**src/rtl/branch_pht_pkg.sv**
```systemverilog
// branch_pht_pkg: shared counter encodings and branch opcode for the predictor and IF select logic
package branch_pht_pkg;
  localparam logic [1:0] SNT = 2'b00;
  localparam logic [1:0] WNT = 2'b01;
  localparam logic [1:0] WT = 2'b10;
  localparam logic [1:0] ST = 2'b11;
  localparam logic [6:0] OPC_BRANCH = 7'b1100011;
  localparam int PHT_TAKEN_BIT = 1;
endpackage

```
**src/rtl/branch_pht_sat_counter2.sv**
```systemverilog
// pht_sat_counter2: 2-bit saturating up/down counter with async reset to INIT_STATE
module pht_sat_counter2
  import branch_pht_pkg::*;
#(
  parameter logic [1:0] INIT_STATE = WNT
) (
  input  logic       clk,
  input  logic       rst,
  input  logic       en,
  input  logic       up,
  output logic [1:0] q
);
  // count toward ST on taken and toward SNT on not-taken, holding at the ends
  always_ff @(posedge clk or posedge rst)
    if (rst) q <= INIT_STATE;
    else if (en) q <= up ? (q == ST ? q : q + 2'd1) : (q == SNT ? q : q - 2'd1);
endmodule

```
**src/rtl/branch_pht.sv**
```systemverilog
// branch_pht: gshare-indexed table of 2-bit counters with global history and perf counters
module branch_pht
  import branch_pht_pkg::*;
#(
  parameter int IDX_BITS = 6,
  parameter int GHR_BITS = 4,
  parameter logic [1:0] INIT_STATE = WNT,
  localparam int GW = (GHR_BITS > 0) ? GHR_BITS : 1
) (
  input  logic                clk,
  input  logic                rst,
  input  logic                CE,
  input  logic [31:0]         if_pc,
  output logic [1:0]          pht_out,
  output logic [IDX_BITS-1:0] pred_idx,
  input  logic                upd_en,
  input  logic [IDX_BITS-1:0] upd_idx,
  input  logic                upd_taken,
  input  logic                upd_mispred,
  output logic [GW-1:0]       ghr_out,
  output logic [31:0]         perf_branches,
  output logic [31:0]         perf_mispred
);
  logic [1:0] cnt [2**IDX_BITS];
  logic [IDX_BITS-1:0] hist;
  logic upd;
  logic unused_pc;
  assign upd = CE && upd_en;
  assign unused_pc = ^{if_pc[31:IDX_BITS+2], if_pc[1:0]};
  assign pred_idx = if_pc[IDX_BITS+1:2] ^ hist;
  assign pht_out = cnt[pred_idx];
  for (genvar g = 0; g < 2**IDX_BITS; g++) begin : g_cnt
    pht_sat_counter2 #(.INIT_STATE(INIT_STATE)) u_cnt (
      .clk(clk),
      .rst(rst),
      .en(upd && upd_idx == IDX_BITS'(g)),
      .up(upd_taken),
      .q(cnt[g])
    );
  end
  if (GHR_BITS == 0) begin : g_no_ghr
    assign ghr_out = '0;
    assign hist = '0;
  end else begin : g_ghr
    logic [GW-1:0] ghr;
    // shift the resolved outcome into bit0; the new history only affects lookups after the edge
    always_ff @(posedge clk or posedge rst)
      if (rst) ghr <= '0;
      else if (upd) ghr <= GW'({ghr, upd_taken});
    assign ghr_out = ghr;
    assign hist = IDX_BITS'(ghr);
  end
  // saturating resolved-branch and mispredict counts
  always_ff @(posedge clk or posedge rst)
    if (rst) begin
      perf_branches <= '0;
      perf_mispred <= '0;
    end else if (upd) begin
      perf_branches <= &perf_branches ? perf_branches : perf_branches + 32'd1;
      if (upd_mispred) perf_mispred <= &perf_mispred ? perf_mispred : perf_mispred + 32'd1;
    end
endmodule
```
**config.mk**
```make
export PLATFORM = sky130hd
export DESIGN_NAME = branch_pht
export DESIGN_NICKNAME = d
export VERILOG_FILES = /design/src/rtl/branch_pht_pkg.sv /design/src/rtl/branch_pht_sat_counter2.sv /design/src/rtl/branch_pht.sv
export SDC_FILE = /design/constraint.sdc
export NUM_CORES = 1
export LEC_CHECK = 0
export ABC_AREA = 1
export CAP_MARGIN = 30
export CORE_MARGIN = 5
export CORE_UTILIZATION = 45
export DETAILED_ROUTE_END_ITERATION = 12
export GPL_ROUTABILITY_DRIVEN = 0
export GPL_TIMING_DRIVEN = 0
export PLACE_DENSITY = 0.65
export SLEW_MARGIN = 25
export SYNTH_ARGS = -nofsm -noshare
export SYNTH_HDL_FRONTEND = slang
export SYNTH_SLANG_ARGS = --single-unit
```
**constraint.sdc**
```tcl
create_clock -name clk -period 20.4 [get_ports clk]
set_clock_uncertainty 0.05 [all_clocks]
set_input_delay 5.1 -clock clk [delete_from_list [all_inputs] [get_ports clk]]
set_output_delay 5.1 -clock clk [all_outputs]
set_load 0.02 [all_outputs]
```
# After elaboration in Yosys (flattened, before gate mapping)

Index checks and enable logic that the tools add are counted.

Reductions and logical operators: 198
Bitwise operators: 4
Muxes and demuxes: 195
Add/sub/neg operators: 130
Equal/unequal tests: 255
$lt $le $gt $ge: 1

Operators with widths:

| kind                  | count |
|---|---|
| $mux 2                | 194 |
| $ne 2x2->1 const B    | 128 |
| $reduce_and 3->1      | 65 |
| $eq 6x6->1 const B    | 32 |
| $add 2x1->2 const B   | 64 |
| $eq 2x2->1 const B    | 64 |
| $logic_not 2->1       | 64 |
| $sub 2x1->2 const B   | 64 |
| $eq 6x5->1 const B    | 16 |
| $logic_and 1x1->1     | 65 |
| $add 32x1->32 const B | 2 |
| $reduce_and 32->1     | 2 |
| $eq 6x4->1 const B    | 8 |
| $eq 6x3->1 const B    | 4 |
| $bmux 2 s6            | 1 |
| $eq 6x2->1 const B    | 2 |
| $ge 7x7->1 const B    | 1 |
| $not 6->7             | 1 |
| $eq 6x1->1 const B    | 1 |
| $logic_not 6->1       | 1 |
| $xor 6x4->6           | 1 |
| $not 1->1             | 2 |
| $reduce_and 2->1      | 1 |

Flip-flop bits (word level): 196
Output and inout port bits: 76

# Longest topological paths before layout

Gate-level depths: netlist of the first run.

Word-level depth: 5
Mapped depth: 12

# Modules after synthesis

A second synthesis of the first run with hierarchy kept.

Cell total of the unflattened synthesis: 1971
Area, all modules: 13193.9 um2

By module, submodules not included:

| module           | area each (um2) | times used | cells an instance | sequential area each (um2) |
|---|---|---|---|---|
| pht_sat_counter2 | 107.6           | 64         | 14                | 51.3 |
| branch_pht       | 6307.3          | 1          | 1075              | 1701.6 |

# Worst setup path before layout of the first run

Ideal clock, no wire load.

Path type: input -> output
Start: input port if_pc[4]
End: output port pht_out[0]
Setup slack: 8.966 ns
Arrival time: 6.284 ns
Required time: 15.250 ns
Path buffers: 1
Stages: 8
Cell sequence: xnor2_2 -> clkinv_1 -> buf_2 -> nand3_1 -> nand3_1 -> nand3_1 -> nand3_1 -> nand2_1

Cells in the longest elaborated chain, start to end: 5

RTL lines:

| item                                       | line             | text |
|---|---|---|
| start: declaration                         | branch_pht.sv:13 | `input logic [31:0] if_pc,` |
| $xor 6x4->6                                | branch_pht.sv:30 | `assign pred_idx = if_pc[IDX_BITS+1:2] ^ hist;` |
| named net pred_idx[2]                      | branch_pht.sv:15 | `output logic [IDX_BITS-1:0] pred_idx,` |
| $not 6->7 (implied by the code)            | branch_pht.sv:31 | `assign pht_out = cnt[pred_idx];` |
| $bmux 2 s6                                 | branch_pht.sv:31 |  |
| $mux 2 (implied by the code) (2 in series) | branch_pht.sv:31 |  |
| end: declaration                           | branch_pht.sv:14 | `output logic [1:0] pht_out,` |

The timed path passes the listed nets, and every way through them passes these cells. The select of a mux whose other input is x is not followed.

# Final worst setup path of the first run

Start: input port if_pc[4]
End: output port pht_out[0]

Cells in the longest elaborated chain, start to end: 5

RTL lines:

| item                                       | line |
|---|---|
| $xor 6x4->6                                | branch_pht.sv:30 |
| $not 6->7 (implied by the code)            | branch_pht.sv:31 |
| $bmux 2 s6                                 | branch_pht.sv:31 |
| $mux 2 (implied by the code) (2 in series) | branch_pht.sv:31 |

Every way passes these cells. The select of a mux whose other input is x is not followed.

==> flow_summary.ini, run 1 <==
[outcome]
outcome = complete, no violations

[worst_setup_path]
end_kind = primary output
cp_max_fo = 10
cp.arrival_ns = 8.00
path_buf_inv = 4
crit_family = buffers and inverters
required_ns = 15.25
start_kind = primary input
criticalPathCategory = primary input to primary output
path_common_cell = nand3_1
path_cells = clkdlybuf4s50_1 > xnor2_2 > clkinv_1 > buf_2 > nand3_1 > nand3_1 > nand3_1 > nand3_1 > nand2_1 > clkdlybuf4s50_1
cpPeakStageDelay_ns = 0.62
crit_slowest_cell = clkdlybuf4s50_1

[routing]
drtIter0Drc = 1174
routed_via_density = 5.60
drc_errors = 0
wirelength_um = 37800
dr.pass1.iters = 9
ant_nets = 0
wl_per_cell_um = 17.9
num_vias = 11800

[floorplan]
core_sq_um = 26100
boundaryPins = 120
fp.dieW_um = 173
start_util_pct = 45.7
fp.dieH_um = 173
die-area_sq_um = 29800
placementRows = 59

[global_route]
grt_pass1_vias = 11400
grt_overflow = 0
antenna_found_initial = 0
grt_first_pass_wirelength_um = 60400
track_usage_pct = 24.9
grt_start_max_net_pins = 91

[yosys]
yosys_most_used_dff = dfrtp_1
synth_nets = 1695
yosysTopAreaCellShare_pct = 27.8
ys_warn_count = 0
synth_area_leaders = dfrtp_1, dfstp_2, nand2_1
synth.top_cells.by_count = nand2_1, inv_1, o21ai_0
synth_top_cell_by_area = dfrtp_1
avgSynthCellArea_sq_um = 7.21
synth.cell_area_sq_um = 11900
yosysSeqAreaShare_pct = 41.9
post-synth-top-count-cell = nand2_1
async_flop_share_pct = 100
synth_edf_count = 0
ys_ff_latch = 196
syn_inst = 1649
ys_types = 39

[placed_design]
placed_cells = 2079
dp_hpwl_um = 27200
portBuffers = 92
dp_worst_setup_slack_ns = 7.37

[clock_network]
clockRootBuffer = clkbuf_16
cts_tree = yes
cts_setup_buffers = 0
hold_buffers = 0
cts.path.max_buffers = 2
clk-insertion-delay-late_ns = 0.45
cts_resized = 0
cts.sink_count = 196
clkTransAtPathRegs_ns = 0.07
htree_levels = 4
numCtsBuffers = 17

[sta]
worst_slack_ns = 7.25
max_slew_margin_pct = 30.3
fin_crit_ns = 13.15
rsz0062_at_grt = false
min_period_over_period_pct = 64.5
setup_viol = 0
fin_tns_setup_ns = 0
max_freq_mhz = 76.0
report.final.slew_viol_count = 0
worstMarginPinSlew_ns = 1.04
hold_violations = 0

[final_layout]
n_fill_cell = 2524
final_cells = 2111
antenna_cells = 0
syn2layout_area_growth_pct = 16.8
nNetsFinal = 1809
drive_gt1_share_pct = 9.23

[pwr]
p_leak_uw = 0.00608
power.density_nw_per_um2 = 80.6
ir_drop_v = 0.0000795

[run]
maxCapViolations = 0

[worst_hold_path]
hold_class = flop to flop
[final timing paths]
kind / start / to / slack, ns / depth (start not counted)
max in group asynchronous: rst / g_cnt[34].u_cnt.q[0] / 14.65 / 3
worst max-delay path: if_pc[4] / pht_out[0] / 7.25 / 10
worst min-delay path: g_cnt[15].u_cnt.q[0] / g_cnt[15].u_cnt.q[0] / 0.45 / 2
worst min register to register: g_cnt[15].u_cnt.q[0] / g_cnt[15].u_cnt.q[0] / 0.45 / 2
min in group asynchronous: rst / perf_mispred[7] / 4.93 / 2
worst max register to register: perf_branches[0] / perf_branches[8] / 18.17 / 11
[cell type report]
| type | count | area, sq um | area share (%) |
|---|---|---|---|
| Multi-Input combinational cell | 1167 | 5770 | 41.5 |
| Clock inverter | 13 | 144 | 1.04 |
| Inverter | 228 | 863 | 6.21 |
| Sequential cell | 196 | 4980 | 35.9 |
| Timing Repair Buffer | 95 | 981 | 7.06 |
| Buffer | 58 | 289 | 2.08 |
| Tap cell | 335 | 419 | 3.02 |
| Clock buffer | 19 | 453 | 3.26 |
[metal layers]
layer / vias to the layer above / routed length [um] / global-route usage (%) / share of wire, %
li1: 5699 / - / - / -
met4: 0 / 1080 / 7.96 / 2.8
met2: 510 / 17100 / 39.2 / 45
met5: - / 0 / 0 / 0
met3: 95 / 3120 / 5.74 / 8.3
met1: 5513 / 16500 / 34.3 / 44
[state kept, by name, indices dropped and copies added, names as in the netlist]
| name | count |
|---|---|
| perf_branches | 32 |
| perf_mispred | 32 |
| g_cnt.u_cnt.q | 128 |
| ghr_out | 4 |
[cell usage in the layout, fill, tap and decap left out, types with 3 or more instances in the layout]
cell type,instances
nand2_1,367
o21ai_0,217
inv_1,216
nand3_1,154
dfrtp_1,132
nor2_1,111
clkdlybuf4s50_1,92
a21oi_1,80
dfstp_2,64
nor3_1,50
xor2_1,39
a211oi_1,34
buf_2,25
clkbuf_1,24
o211ai_1,19
o22ai_1,17
clkbuf_16,17
nand4_1,12
xnor2_1,12
inv_2,10
nand3b_1,8
o21ai_1,8
nor4_1,7
o21ai_2,6
buf_4,5
inv_6,5
nor3_2,4
o31ai_1,4
clkinv_2,4
nor2_2,3
a22oi_1,3
buf_6,3
[report_power, final]
group	total (uW)	switching [uW]	internal [uW]
combinational	286	186	99.8
clock	352	162	190
sequential	483	41.5	442
total	1120	390	731
[kinds of logic after synthesis]
logic type / share of synthesized area [%]
compound gates: 18.0
simple gates: 26.3
fa+ha+maj: 0.210
flops: 41.9
xor+xnor: 3.89
buf+inv: 9.62
[worst min-delay path: cells and delay by family, from the launching register on]
kind / cells / cell delay [ns]
flops: 1 / 0.37
buf+inv: 1 / 0.07
compound gates: 1 / 0.06
[per-stage QoR]
step	hold slack (ns)	cell area, sq um	power (uW)	util (%)
after floorplan	0.411	11900	655	-
after global placement	0.434	13200	763	50.8
after detailed placement	0.441	13300	770	51.1
after CTS	0.452	13900	1130	53.3
after global routing	0.475	13900	1180	53.3
final	0.453	13900	1120	53.3
(Power assumes the default switching activity.)
==> run 2: changes to the inputs <==
Settings changed: PLACE_DENSITY 0.65 to 0.68.
Clock period 20.4 ns to 11.2 ns, I/O delays scaled along.
==> run 2 against run 1 <==
Effect of this change:
- via count increased by 1.5%
- largest cell class unchanged
- wire length hardly changed
- utilization did not move
- clock power grew 82%
==> flow_summary.ini, run 2 (synthesis results as in run 1) <==
[final_layout]
antenna_cells = 0
largest-register = g_cnt.u_cnt.q
seqCellArea_sq_um = 4980
multi_input_area_sq_um = 5770
largest_register_ffs = 128
final_core_util_pct = 53.3
nNetsFinal = 1808
layout_commonest_cell = nand2_1
n_fill_cell = 2512
final_cell_area_sq_um = 13900
syn2layout_area_growth_pct = 16.8
largestRegisters = g_cnt.u_cnt.q: 128 flops, perf_branches: 32 flops, perf_mispred: 32 flops
drive_gt1_share_pct = 9.24
layout_common_cells = nand2_1, o21ai_0, inv_1

[clock_network]
cts_setup_buffers = 0
numCtsBuffers = 17
clk-insertion-delay-late_ns = 0.46
clockRootBuffer = clkbuf_16
cts.sink_count = 196
cts_tree = yes
cts_resized = 0
hold_buffers = 0
htree_levels = 4
cts.path.max_buffers = 2
clkTransAtPathRegs_ns = 0.08

[floorplan]
die-area_sq_um = 29800
core_sq_um = 26100
placementRows = 59
start_util_pct = 45.7
fp.dieW_um = 173
fp.dieH_um = 173
boundaryPins = 120

[worst_setup_path]
startpoint = if_pc[3]
rr_startpoint = perf_branches[0]
path_cells = clkdlybuf4s50_1 > xor2_1 > buf_2 > nand3_1 > nand3_1 > nand3_1 > nand3_1 > nand3_1 > nand2_1 > clkdlybuf4s50_1
required_ns = 8.35
path_common_cell = nand3_1
start_kind = primary input
cp.arrival_ns = 5.67
end_kind = primary output
crit_slowest_cell = clkdlybuf4s50_1
ff2ff_setup_slack_ns = 8.94
cpPeakStageDelay_ns = 0.62
criticalPathCategory = primary input to primary output
cp_max_fo = 10

[global_route]
grt_pass1_vias = 11900
antenna_found_initial = 0
grt_start_max_net_pins = 72
grt_overflow = 0
track_usage_pct = 25.0
grt_first_pass_wirelength_um = 61200

[pwr]
p_total_uw = 2040
p_leak_uw = 0.00607
power.density_nw_per_um2 = 147
ir_drop_v = 0.000120

[outcome]
outcome = complete, no violations

[sta]
min_period_over_period_pct = 76.1
worst_slack_ns = 2.68
max_slew_margin_pct = 41.4
hold_violations = 0
rsz0062_at_grt = false
fin_tns_setup_ns = 0
report.final.slew_viol_count = 0
fin_crit_ns = 8.52
worstMarginPinSlew_ns = 0.874
max_freq_mhz = 117
setup_viol = 0

[routing]
dr.pass1.iters = 8
drtIter0Drc = 1074
ant_nets = 0
wl_per_cell_um = 17.9
routed_via_density = 5.69
wirelength_um = 37800
num_vias = 12000
drc_errors = 0

[placed_design]
portBuffers = 92
placed_area_sq_um = 13300
dp_hpwl_um = 27400
dp_worst_setup_slack_ns = 2.77

[worst_hold_path]
holdCritStartpoint = g_cnt[31].u_cnt.q[0]
hold_class = flop to flop

[run]
maxCapViolations = 0
[run 2: cell count changes in the layout (fill, tap and decap cells not counted)]
cell	change
buf_2	-1
bufinv_16	-1
clkbuf_8	-2
clkinv_2	-2
clkinv_8	+3
clkinvlp_4	+1
inv_6	+1
xnor2_1	-1
xnor2_2	+1
[run 2: final cells by class]
type	instances	area share [%]
multi-input cells	1167	41.5
flip-flops and latches	196	35.9
repair buffers	94	7.02
inverters	228	6.21
clock buffers	17	3.06
well taps	335	3.02
plain buffers	58	2.08
clock inverters	15	1.22
[run 2: through the flow]
step	instances	hold WS (ns)
after floorplan	1649	0.411
after global placement	2076	0.432
after detailed placement	2078	0.436
after CTS	2110	0.449
after global routing	2110	0.464
final	2110	0.453
[run 2: where the power goes]
| group | switching (uW) | internal, uW | total [uW] |
|---|---|---|---|
| sequential | 76.5 | 804 | 881 |
| clock | 321 | 318 | 639 |
| combinational | 340 | 182 | 522 |
| total | 738 | 1300 | 2040 |
[run 2: critical path: cells and delay by family]
family | cells | cell delay (ns)
buf+inv | 3 | 1.57
xor+xnor | 1 | 0.60
simple gates | 6 | 0.70
[run 2: worst paths after layout]
kind	end	depth (start not counted)
max reg2reg	perf_branches[8]	11
max in group asynchronous	g_cnt[55].u_cnt.q[0]	4
min in group asynchronous	perf_mispred[6]	2
max	pht_out[1]	10
min	g_cnt[31].u_cnt.q[0]	2
min reg2reg	g_cnt[31].u_cnt.q[0]	2
[run 2: layer usage]
| layer | vias up | track usage (%) | part of all wire, % |
|---|---|---|---|
| li1 | 5675 | - | - |
| met1 | 5701 | 33.7 | 44 |
| met2 | 526 | 39.5 | 45 |
| met3 | 96 | 5.48 | 7.7 |
| met4 | 0 | 9.84 | 3.4 |
| met5 | - | 0 | 0 |
